===== src/rtl/aes_axis_ingest_pkg.sv =====
// Shared widths and FSM state type for the AES AXI-Stream ingest front end.
package aes_axis_ingest_pkg;

   // Command / stream beat width and FIFO entry (AES block) width.
   localparam int WORD_S = 32;
   localparam int BLK_S  = 128;

   typedef enum logic [1:0] {
      S_CMD  = 2'd0,   // waiting for the leading command word
      S_PACK = 2'd1,   // collecting words into the current entry
      S_PUSH = 2'd2,   // holding a completed entry on the FIFO write port
      S_DONE = 2'd3    // frame complete, waiting for the controller
   } ingest_state_e;

endpackage


===== src/rtl/aes_axis_ingest_if.sv =====
// Stream input, FIFO write port and controller handshake of the ingest block.
interface aes_axis_ingest_if #(
   parameter int AXIS_DATA_WIDTH = aes_axis_ingest_pkg::WORD_S,
   parameter int FIFO_DATA_WIDTH = aes_axis_ingest_pkg::BLK_S
) ();
   logic [AXIS_DATA_WIDTH-1:0] s_axis_tdata;
   logic                       s_axis_tvalid;
   logic                       s_axis_tlast;
   logic                       s_axis_tready;
   logic [AXIS_DATA_WIDTH-1:0] aes_cmd;
   logic [FIFO_DATA_WIDTH-1:0] in_fifo_data;
   logic                       in_fifo_write_tvalid;
   logic                       in_fifo_write_tready;
   logic                       axis_slave_done;
   logic                       processing_done;
   logic                       frame_pad;

   // Ingest block side.
   modport slave (
      input  s_axis_tdata, s_axis_tvalid, s_axis_tlast,
      input  in_fifo_write_tready, processing_done,
      output s_axis_tready, aes_cmd, in_fifo_data, in_fifo_write_tvalid,
      output axis_slave_done, frame_pad
   );

   // DMA / FIFO / controller side.
   modport master (
      output s_axis_tdata, s_axis_tvalid, s_axis_tlast,
      output in_fifo_write_tready, processing_done,
      input  s_axis_tready, aes_cmd, in_fifo_data, in_fifo_write_tvalid,
      input  axis_slave_done, frame_pad
   );
endinterface


===== src/rtl/aes_axis_ingest_packer.sv =====
// Packs stream words into one FIFO entry, first word in the MSBs.
// The accumulator is cleared after every completed entry, so slots not yet
// written in the current entry always read as zero (zero padding for free).
module aes_axis_ingest_packer #(
   parameter int W     = 32,
   parameter int N     = 4,
   parameter int CNT_W = 2
) (
   input  logic             clk,
   input  logic             reset,
   input  logic             clr,        // start of a new frame
   input  logic             wr,         // word accepted into the entry
   input  logic             flush,      // this word completes the entry
   input  logic [W-1:0]     word,
   output logic [CNT_W-1:0] word_cnt,
   output logic             last_slot,
   output logic [N*W-1:0]   entry       // accumulator with current word merged in
);
   logic [N-1:0][W-1:0] acc_q;
   logic [N-1:0][W-1:0] entry_w;

   assign last_slot = (word_cnt == CNT_W'(N-1));
   assign entry     = entry_w;

   // Slot s lives at packed index N-1-s so slot 0 lands in the top bits.
   for (genvar k = 0; k < N; k++) begin : g_slot
      assign entry_w[k] = (word_cnt == CNT_W'(N-1-k)) ? word : acc_q[k];
   end

   // Accumulate words; drop everything on frame start or entry completion.
   always_ff @(posedge clk) begin
      if (reset || clr || (wr && flush)) begin
         acc_q    <= '0;
         word_cnt <= '0;
      end else if (wr) begin
         acc_q    <= entry_w;
         word_cnt <= word_cnt + CNT_W'(1);
      end
   end
endmodule


===== src/rtl/aes_axis_ingest.sv =====
// AXI-Stream slave front end for the AES controller input FIFO.
// First beat of a frame is the command; following beats are packed into
// FIFO entries. The block parks in S_DONE until the controller signals a
// rising edge on processing_done, which keeps the next frame out meanwhile.
module aes_axis_ingest
   import aes_axis_ingest_pkg::*;
#(
   parameter int AXIS_DATA_WIDTH = WORD_S,
   parameter int FIFO_DATA_WIDTH = BLK_S
) (
   input  logic             clk,
   input  logic             reset,
   aes_axis_ingest_if.slave bus
);
   localparam int WORDS_PER_ENTRY = FIFO_DATA_WIDTH / AXIS_DATA_WIDTH;
   localparam int CNT_W = (WORDS_PER_ENTRY > 1) ? $clog2(WORDS_PER_ENTRY) : 1;

   ingest_state_e              state_q, state_d;
   logic [AXIS_DATA_WIDTH-1:0] cmd_q, cmd_d;
   logic [FIFO_DATA_WIDTH-1:0] fifo_data_q, fifo_data_d;
   logic                       fifo_vld_q, fifo_vld_d;
   logic                       done_q, done_d;
   logic                       pad_q, pad_d;
   logic                       last_q, last_d;
   logic                       pd_q;

   logic                       beat, push, pd_rise;
   logic                       pk_wr, pk_clr, pk_flush, pk_last_slot;
   logic [CNT_W-1:0]           word_cnt;
   logic [FIFO_DATA_WIDTH-1:0] pk_entry;

   // Ready only while collecting; held low in reset so nothing slips in.
   assign bus.s_axis_tready = !reset && (state_q == S_CMD || state_q == S_PACK);

   assign beat     = bus.s_axis_tvalid && bus.s_axis_tready;
   assign push     = fifo_vld_q && bus.in_fifo_write_tready;
   assign pd_rise  = bus.processing_done && !pd_q;
   assign pk_clr   = beat && (state_q == S_CMD);
   assign pk_wr    = beat && (state_q == S_PACK);
   assign pk_flush = pk_last_slot || bus.s_axis_tlast;

   aes_axis_ingest_packer #(
      .W     (AXIS_DATA_WIDTH),
      .N     (WORDS_PER_ENTRY),
      .CNT_W (CNT_W)
   ) u_packer (
      .clk       (clk),
      .reset     (reset),
      .clr       (pk_clr),
      .wr        (pk_wr),
      .flush     (pk_flush),
      .word      (bus.s_axis_tdata),
      .word_cnt  (word_cnt),
      .last_slot (pk_last_slot),
      .entry     (pk_entry)
   );

   // Next state and next values of all registered outputs.
   always_comb begin
      state_d     = state_q;
      cmd_d       = cmd_q;
      fifo_data_d = fifo_data_q;
      fifo_vld_d  = fifo_vld_q;
      last_d      = last_q;
      pad_d       = 1'b0;
      case (state_q)
         S_CMD: begin
            if (beat) begin
               cmd_d   = bus.s_axis_tdata;
               state_d = bus.s_axis_tlast ? S_DONE : S_PACK;
            end
         end
         S_PACK: begin
            if (beat && pk_flush) begin
               fifo_data_d = pk_entry;
               fifo_vld_d  = 1'b1;
               last_d      = bus.s_axis_tlast;
               pad_d       = bus.s_axis_tlast && !pk_last_slot;
               state_d     = S_PUSH;
            end
         end
         S_PUSH: begin
            if (push) begin
               fifo_vld_d = 1'b0;
               state_d    = last_q ? S_DONE : S_PACK;
            end
         end
         S_DONE: begin
            if (pd_rise) state_d = S_CMD;
         end
         default: begin
            fifo_vld_d = 1'b0;
            state_d    = S_CMD;
         end
      endcase
      done_d = (state_d == S_DONE);
   end

   // State and output registers; pd_q tracks processing_done for edge detect.
   always_ff @(posedge clk) begin
      if (reset) begin
         state_q     <= S_CMD;
         cmd_q       <= '0;
         fifo_data_q <= '0;
         fifo_vld_q  <= 1'b0;
         done_q      <= 1'b0;
         pad_q       <= 1'b0;
         last_q      <= 1'b0;
         pd_q        <= 1'b0;
      end else begin
         state_q     <= state_d;
         cmd_q       <= cmd_d;
         fifo_data_q <= fifo_data_d;
         fifo_vld_q  <= fifo_vld_d;
         done_q      <= done_d;
         pad_q       <= pad_d;
         last_q      <= last_d;
         pd_q        <= bus.processing_done;
      end
   end

   assign bus.aes_cmd              = cmd_q;
   assign bus.in_fifo_data         = fifo_data_q;
   assign bus.in_fifo_write_tvalid = fifo_vld_q;
   assign bus.axis_slave_done      = done_q;
   assign bus.frame_pad            = pad_q;
endmodule


===== src/flat_wrapper.sv =====
// flat-port wrapper written by rule: the top's interface ports become plain ports
module aes_axis_ingest_flat import aes_axis_ingest_pkg::*;
#(
   parameter int AXIS_DATA_WIDTH = WORD_S,
   parameter int FIFO_DATA_WIDTH = BLK_S
)
  (clk, reset, bus_s_axis_tdata, bus_s_axis_tvalid, bus_s_axis_tlast, bus_in_fifo_write_tready, bus_processing_done, bus_s_axis_tready, bus_aes_cmd, bus_in_fifo_data, bus_in_fifo_write_tvalid, bus_axis_slave_done, bus_frame_pad);
  aes_axis_ingest_if #(.AXIS_DATA_WIDTH(AXIS_DATA_WIDTH), .FIFO_DATA_WIDTH(FIFO_DATA_WIDTH)) bus_i ();
  input  logic clk;
  input  logic reset;
  input wire logic [$bits(bus_i.s_axis_tdata)-1:0] bus_s_axis_tdata;
  input wire logic [$bits(bus_i.s_axis_tvalid)-1:0] bus_s_axis_tvalid;
  input wire logic [$bits(bus_i.s_axis_tlast)-1:0] bus_s_axis_tlast;
  input wire logic [$bits(bus_i.in_fifo_write_tready)-1:0] bus_in_fifo_write_tready;
  input wire logic [$bits(bus_i.processing_done)-1:0] bus_processing_done;
  output wire logic [$bits(bus_i.s_axis_tready)-1:0] bus_s_axis_tready;
  output wire logic [$bits(bus_i.aes_cmd)-1:0] bus_aes_cmd;
  output wire logic [$bits(bus_i.in_fifo_data)-1:0] bus_in_fifo_data;
  output wire logic [$bits(bus_i.in_fifo_write_tvalid)-1:0] bus_in_fifo_write_tvalid;
  output wire logic [$bits(bus_i.axis_slave_done)-1:0] bus_axis_slave_done;
  output wire logic [$bits(bus_i.frame_pad)-1:0] bus_frame_pad;
  assign bus_i.s_axis_tdata = bus_s_axis_tdata;
  assign bus_i.s_axis_tvalid = bus_s_axis_tvalid;
  assign bus_i.s_axis_tlast = bus_s_axis_tlast;
  assign bus_i.in_fifo_write_tready = bus_in_fifo_write_tready;
  assign bus_i.processing_done = bus_processing_done;
  assign bus_s_axis_tready = bus_i.s_axis_tready;
  assign bus_aes_cmd = bus_i.aes_cmd;
  assign bus_in_fifo_data = bus_i.in_fifo_data;
  assign bus_in_fifo_write_tvalid = bus_i.in_fifo_write_tvalid;
  assign bus_axis_slave_done = bus_i.axis_slave_done;
  assign bus_frame_pad = bus_i.frame_pad;
  aes_axis_ingest #(.AXIS_DATA_WIDTH(AXIS_DATA_WIDTH), .FIFO_DATA_WIDTH(FIFO_DATA_WIDTH)) u_core (.clk(clk), .reset(reset), .bus(bus_i));
endmodule

===== config.mk =====
export PLATFORM = sky130hd
export DESIGN_NAME = aes_axis_ingest_flat
export DESIGN_NICKNAME = d
export VERILOG_FILES = /design/src/rtl/aes_axis_ingest_pkg.sv /design/src/rtl/aes_axis_ingest_if.sv /design/src/rtl/aes_axis_ingest_packer.sv /design/src/rtl/aes_axis_ingest.sv /design/src/flat_wrapper.sv
export SDC_FILE = /design/constraint.sdc
export NUM_CORES = 1
export LEC_CHECK = 0
export CAP_MARGIN = 30
export CORE_MARGIN = 1.5
export CORE_UTILIZATION = 44
export CTS_BUF_LIST = sky130_fd_sc_hd__clkbuf_4
export DETAILED_ROUTE_END_ITERATION = 6
export PLACE_DENSITY = 0.71
export SYNTH_ARGS = -nofsm -noshare
export SYNTH_HDL_FRONTEND = slang
export SYNTH_SLANG_ARGS = --single-unit

===== constraint.sdc =====
create_clock -name clk -period 1.6 [get_ports clk]
set_input_delay 0.24 -clock clk [delete_from_list [all_inputs] [get_ports clk]]
set_output_delay 0.24 -clock clk [all_outputs]
set_load 0.02 [all_outputs]

======== After elaboration in Yosys (flattened, before gate mapping) ========
Cells that the tools add are included.
operators by class
  add/subtract/negate cells ............... 1
  equality and inequality tests ........... 9
  mux-type cells .......................... 14
  bitwise operators ....................... 2
  reductions and logical operators ........ 23
operators by type and width
  operator               number
  $mux W32               4
  $mux W2                6
  $eq A2 B2 Y1 const B   5
  $logic_and A1 B1 Y1    9
  $pmux W2 S4            1
  $eq A2 B1 Y1 const B   2
  $logic_not A2 Y1       2
  $logic_or A1 B1 Y1     4
  $reduce_and A2 Y1      2
  $logic_not A1 Y1       3
  $reduce_and A3 Y1      1
  $reduce_or A3 Y1       1
  $add A2 B1 Y2 const B  1
  $mux W1                2
  $ne A2 B1 Y1 const B   1
  $ne A2 B2 Y1 const B   1
  $not A1 Y1             2
  $pmux W1 S2            1
  $reduce_bool A2 Y1     1
storage, ports and cells
  register bits after elaboration ......... 297
  output and inout bits ................... 164

======== Logic depth before layout (Yosys ltp) ========
  word-level depth ........................ 8
  gate-level depth with buffers ........... 9
  gate-level depth less buffers ........... 6

======== Modules after synthesis ========
A second synthesis with hierarchy kept.
second synthesis, totals
  cell total of the unflattened synthesis .. 1468
  area total of the unflattened synthesis .. 13066.3 um^2
by module, submodules not included
  module                  times used  cells an instance  area each (um^2)
  aes_axis_ingest_packer  1           712                6725.2
  aes_axis_ingest         1           756                6341.1

======== Least setup slack after synthesis ========
No wires, ideal clock.
  path type ............................... reg2reg
  start ................................... reg u_core.state_q[1]
  end ..................................... reg u_core.u_packer.acc_q[48] in the netlist's numbering
  arrival ................................. 1647 ps
  path slack .............................. -179 ps
  stages on the path, launching flop included .. 10
  period minus slack after synthesis ...... 1779 ps
  cell sequence ........................... dfxtp_1 > inv_1 > ha_1 > and3b_1 > buf_4 > and2_1 > buf_2 > buf_2 > nand2_1 > a21oi_1
between the ends
  cells in the longest elaborated chain, start to end .. 7
  elaborated cells between the ends (all ways) .. 10
RTL lines
  item                                                              RTL line                                                             source
  start: declaration                                                aes_axis_ingest.sv:18                                                ingest_state_e state_q, state_d;
  start signal: assignment                                          aes_axis_ingest.sv:111                                               state_q <= state_d;
  $eq A2 B1 Y1 / $logic_not A2 Y1 (equally long branches)           aes_axis_ingest.sv:33, aes_axis_ingest.sv:39, aes_axis_ingest.sv:38
  $logic_or A1 B1 Y1                                                aes_axis_ingest.sv:33                                                assign bus.s_axis_tready = !reset && (state_q == S_CMD || state_q == S_PACK);
  $logic_and A1 B1 Y1                                               aes_axis_ingest.sv:33
  $logic_and A1 B1 Y1                                               aes_axis_ingest.sv:35                                                assign beat = bus.s_axis_tvalid && bus.s_axis_tready;
  $logic_and A1 B1 Y1, on equally long branches                     aes_axis_ingest.sv:38, aes_axis_ingest.sv:39
  $logic_or A1 B1 Y1 / $logic_and A1 B1 Y1 (equally long branches)  aes_axis_ingest_packer.sv:32                                         if (reset || clr || (wr && flush)) begin
  $logic_or A1 B1 Y1                                                aes_axis_ingest_packer.sv:32
  end signal: assignment                                            aes_axis_ingest_packer.sv:36                                         acc_q <= entry_w;
  end: declaration                                                  aes_axis_ingest_packer.sv:19                                         logic [N-1:0][W-1:0] acc_q;
Several ways; a longest one is shown, not always the timed one.
A chain may end at the register's enable or synchronous reset.

======== Worst setup path in the final report ========
  start ................................... reg u_core.state_q[1]
  end ..................................... reg u_core.u_packer.acc_q[85] in the netlist's numbering
Same word-level chain as after synthesis.

==> run summary <==
====================================================================================
Static leakage                                                               7.22 nW
Class of the tightest hold or removal check                                   in2reg
Register-to-register setup slack                                            -0.31 ns
Clk root buf                                                            sky130_fd_sc_hd__clkbuf_4
Number of nets in the finished design                                           1737
Total number of vias                                                           11806
Fill cell instance count of the final layout                                    1747
Worst R2R Path Depth                                                              10
Worst Path Required                                                          2.19 ns
Kind of start point of the critical path                                    register
Signal arrival time at the worst endpoint                                    2.50 ns
Initial antenna violation count                                                    1
Vias in the first global route                                                 10423
Most used DFF post-synth                                                sky130_fd_sc_hd__dfxtp_1
Most numerous cell on the critical path                                 sky130_fd_sc_hd__buf_6
VDD IR max                                                                  0.623 mV
Inserted Clock Buffers                                                            78
Maximum clock frequency                                                      524 MHz
Placement Setup Slack                                                      -0.318 ns
Slew of the pin with the lowest slew margin                                 0.682 ns
Yosys reg bits                                                                   297
Die Wd                                                                        166 um
Maximum level of the CTS H-tree                                                    3
Sequential element share of the synthesized area                               0.512
Category of the critical setup timing path                                   reg2reg
Number of detailed-routing iterations run before antenna repair                    5
Iteration-0 DRC count of the detailed router                                    1213
Setup repair after global routing missed its margin                              yes
Overflow after GRT                                                                 0
Number of different library cells in the post-synthesis netlist                   32
Final period demand of the worst path                                        1.91 ns
Post-detailed-route DRC marker count                                               0
All-Layer GR Usage                                                             0.272
Die Outline Area                                                           27400 um2
Clock tree buffer depth                                                            3
Post-route ant nets                                                                0
Post-route worst setup slack                                               -0.310 ns
Ys Warns                                                                           0
Number of standard cells after synthesis                                        1363
Final setup viols                                                                260
Share of flip-flops with an asynchronous set or reset after synthesis              0
Core Box Area                                                              26000 um2
PnR Total Power                                                              18.8 mW
Final number of max-transition violations                                          0
Final weighted congestion in routability-driven placement                      0.791
Cell depth of the worst hold path                                                  3
Number of input and output port buffers inserted                                 201
Clock-pin transition on the worst setup and hold timing paths                0.07 ns
Synthesized Nets                                                                1410
Max-capacitance violation count                                                    0
Drt via density                                                                 5.70
Kind of capture point of the worst setup path                               register
Slowest stage cell on the critical path                                 sky130_fd_sc_hd__dfxtp_4
Outcome                                                                 finished, violations left
Total detailed-routing wirelength                                           45800 um
Worst-path fanout max                                                              5
Site row count                                                                    59
Share of the cycle needed by the critical path after routing                    1.19
Pin count of the biggest net entering global routing                              52
Maximum single-stage delay on the critical path                              0.36 ns
Failing checks                                                          setup timing
Wire length of the first global-routing pass                                57300 um
Average cell area after synthesis                                           8.53 um2
Worst path cell trace                                                   inv_6, ha_4, buf_6, and3b_2, buf_6, nand2_8, buf_12, buf_16, nand2_1, a21oi_2
I/O pin cnt                                                                      202
CTS tree                                                                         yes
Netlist area before placement                                              11600 um2
Pwr/cell area                                                            1030 nW/um2
Number of enable flip-flop cells after synthesis                                   0
Layout cell share with drive strength beyond 1                                 0.434
Sinks on the clock net                                                           297
WL per Instance                                                              22.1 um
Tightest slew margin relative to the limit                                     0.544
Final hold viol count                                                              0
HPWL after detailed placement                                               21600 um
Source-to-sink clock delay at the later pin of the worst-skew pair           0.72 ns
Starting density of the core                                                   0.447
Setup clock skew after layout                                              0.0453 ns
Die H                                                                         166 um
Area Growth Syn to Fin                                                         57.8%
====================================================================================
[cell type report]
cell class | count | area, um2 | area share
antenna | 1 | 2.50 | 0.000136
clock buffer | 114 | 856 | 0.0467
clock inverter | 10 | 91.3 | 0.00498
inverter | 7 | 33.8 | 0.00184
multi-input combinational | 927 | 6510 | 0.355
sequential | 297 | 5960 | 0.325
tap | 335 | 419 | 0.0229
timing repair buffer | 379 | 4470 | 0.244
[metal layers]
metal  global-route usage  part of all wire  up-vias
met5                    0                 0        -
met1                0.360              0.39     5702
met4                0.103             0.047        0
li1                     -                 -     5240
met3               0.0482             0.088      180
met2                0.442              0.47      684
[synthesized netlist by cell type, types with 5 or more instances]
master,number,area (um2)
sky130_fd_sc_hd__nand2_1,419,1570
sky130_fd_sc_hd__dfxtp_1,297,5950
sky130_fd_sc_hd__a21oi_1,131,656
sky130_fd_sc_hd__mux2i_1,129,1290
sky130_fd_sc_hd__o21ai_0,88,440
sky130_fd_sc_hd__clkbuf_1,77,289
sky130_fd_sc_hd__nor2_1,51,191
sky130_fd_sc_hd__a211oi_1,43,323
sky130_fd_sc_hd__nand3b_1,32,240
sky130_fd_sc_hd__buf_2,30,150
sky130_fd_sc_hd__buf_1,15,56.3
sky130_fd_sc_hd__buf_6,12,135
sky130_fd_sc_hd__ha_1,9,113
sky130_fd_sc_hd__inv_1,7,26.3
sky130_fd_sc_hd__and2_1,5,31.3
[worst paths after layout]
path | from | end
setup / recovery | u_core.state_q[1] | u_core.u_packer.acc_q[85]
hold / removal | reset | u_core.pd_q
setup reg to reg | u_core.state_q[1] | u_core.u_packer.acc_q[85]
hold reg to reg | u_core.u_packer.acc_q[89] | u_core.u_packer.acc_q[89]
[registers in the layout (all words and copies together), names as in the netlist]
register	count
u_core.last_q	1
u_core.bus.in_fifo_data	128
u_core.bus.frame_pad	1
u_core.bus.aes_cmd	32
u_core.bus.in_fifo_write_tvalid	1
u_core.state_q	2
u_core.bus.axis_slave_done	1
u_core.u_packer.acc_q	128
u_core.u_packer.word_cnt	2
u_core.pd_q	1
[worst max-delay path: cells and delay by family, from the launching register on]
kind            cells  cell delay (ns)
compound gates      1             0.08
flops               1             0.36
simple gates        3             0.50
buf+inv             5             0.66
fa+ha+maj           1             0.16
[report_power, final]
group	internal [mW]	switching, mW
Sequential	7.72	0.219
Combinational	1.88	2.32
Clock	3.54	3.17
Total	13.1	5.71
[kinds of logic (layout without fill, tap and decap cells)]
family,Yosys count,in the layout,share of synthesized area
AO/OA/AOI/OAI,270,270,0.130
XOR/XNOR,1,1,0.000754
adder cells (fa/ha/maj),9,9,0.00969
buffers and inverters,142,510,0.0572
flip-flops,297,297,0.512
multiplexers,129,129,0.111
other,0,1,0
AND/OR/NAND/NOR,515,518,0.180
[timing repair]
item | in CTS | in global routing
gates cloned | 31 | 29
hold buffers | 1 | 0
hold endpoints to repair | 7 | 0
gates resized for setup | 609 | 460
endpoints found under the setup margin | 354 | 368
pin swaps | 61 | 153
setup buffers | 24 | 9
[metrics by stage]
step	area [um2]	instances	util	setup TNS, ns	hold slack (ns)
floorplan	11700	1363	-	-1.02	0.357
global placement	14500	1856	0.558	-51.22	0.437
detailed placement	14500	1856	0.558	-56.22	0.444
CTS	16800	2036	0.647	-32.45	0.0170
global route	18300	2070	0.706	-60.96	0.0614
finish	18300	2070	0.706	-55.14	0.0653
[placed cells by master, fill, tap and decap left out, types with 6 or more instances in the layout]
master,count
sky130_fd_sc_hd__a21oi_2,103
sky130_fd_sc_hd__buf_16,28
sky130_fd_sc_hd__clkdlybuf4s15_2,62
sky130_fd_sc_hd__nand2_8,7
sky130_fd_sc_hd__a211oi_2,19
sky130_fd_sc_hd__buf_12,39
sky130_fd_sc_hd__clkbuf_2,38
sky130_fd_sc_hd__buf_2,63
sky130_fd_sc_hd__buf_4,59
sky130_fd_sc_hd__nand2_4,71
sky130_fd_sc_hd__nor2_2,12
sky130_fd_sc_hd__a21oi_1,27
sky130_fd_sc_hd__o21ai_2,13
sky130_fd_sc_hd__o21ai_1,44
sky130_fd_sc_hd__nor2_1,36
sky130_fd_sc_hd__nand2_1,310
sky130_fd_sc_hd__a211oi_1,24
sky130_fd_sc_hd__o21ai_0,31
sky130_fd_sc_hd__and2_4,6
sky130_fd_sc_hd__mux2i_1,123
sky130_fd_sc_hd__nand3b_1,32
sky130_fd_sc_hd__buf_6,25
sky130_fd_sc_hd__ha_4,6
sky130_fd_sc_hd__dfxtp_1,293
sky130_fd_sc_hd__clkbuf_4,114
sky130_fd_sc_hd__clkdlybuf4s50_1,36
sky130_fd_sc_hd__nand2_2,33
sky130_fd_sc_hd__clkbuf_16,19
sky130_fd_sc_hd__buf_8,6
No activity file was read; power rests on OpenSTA's default activity.
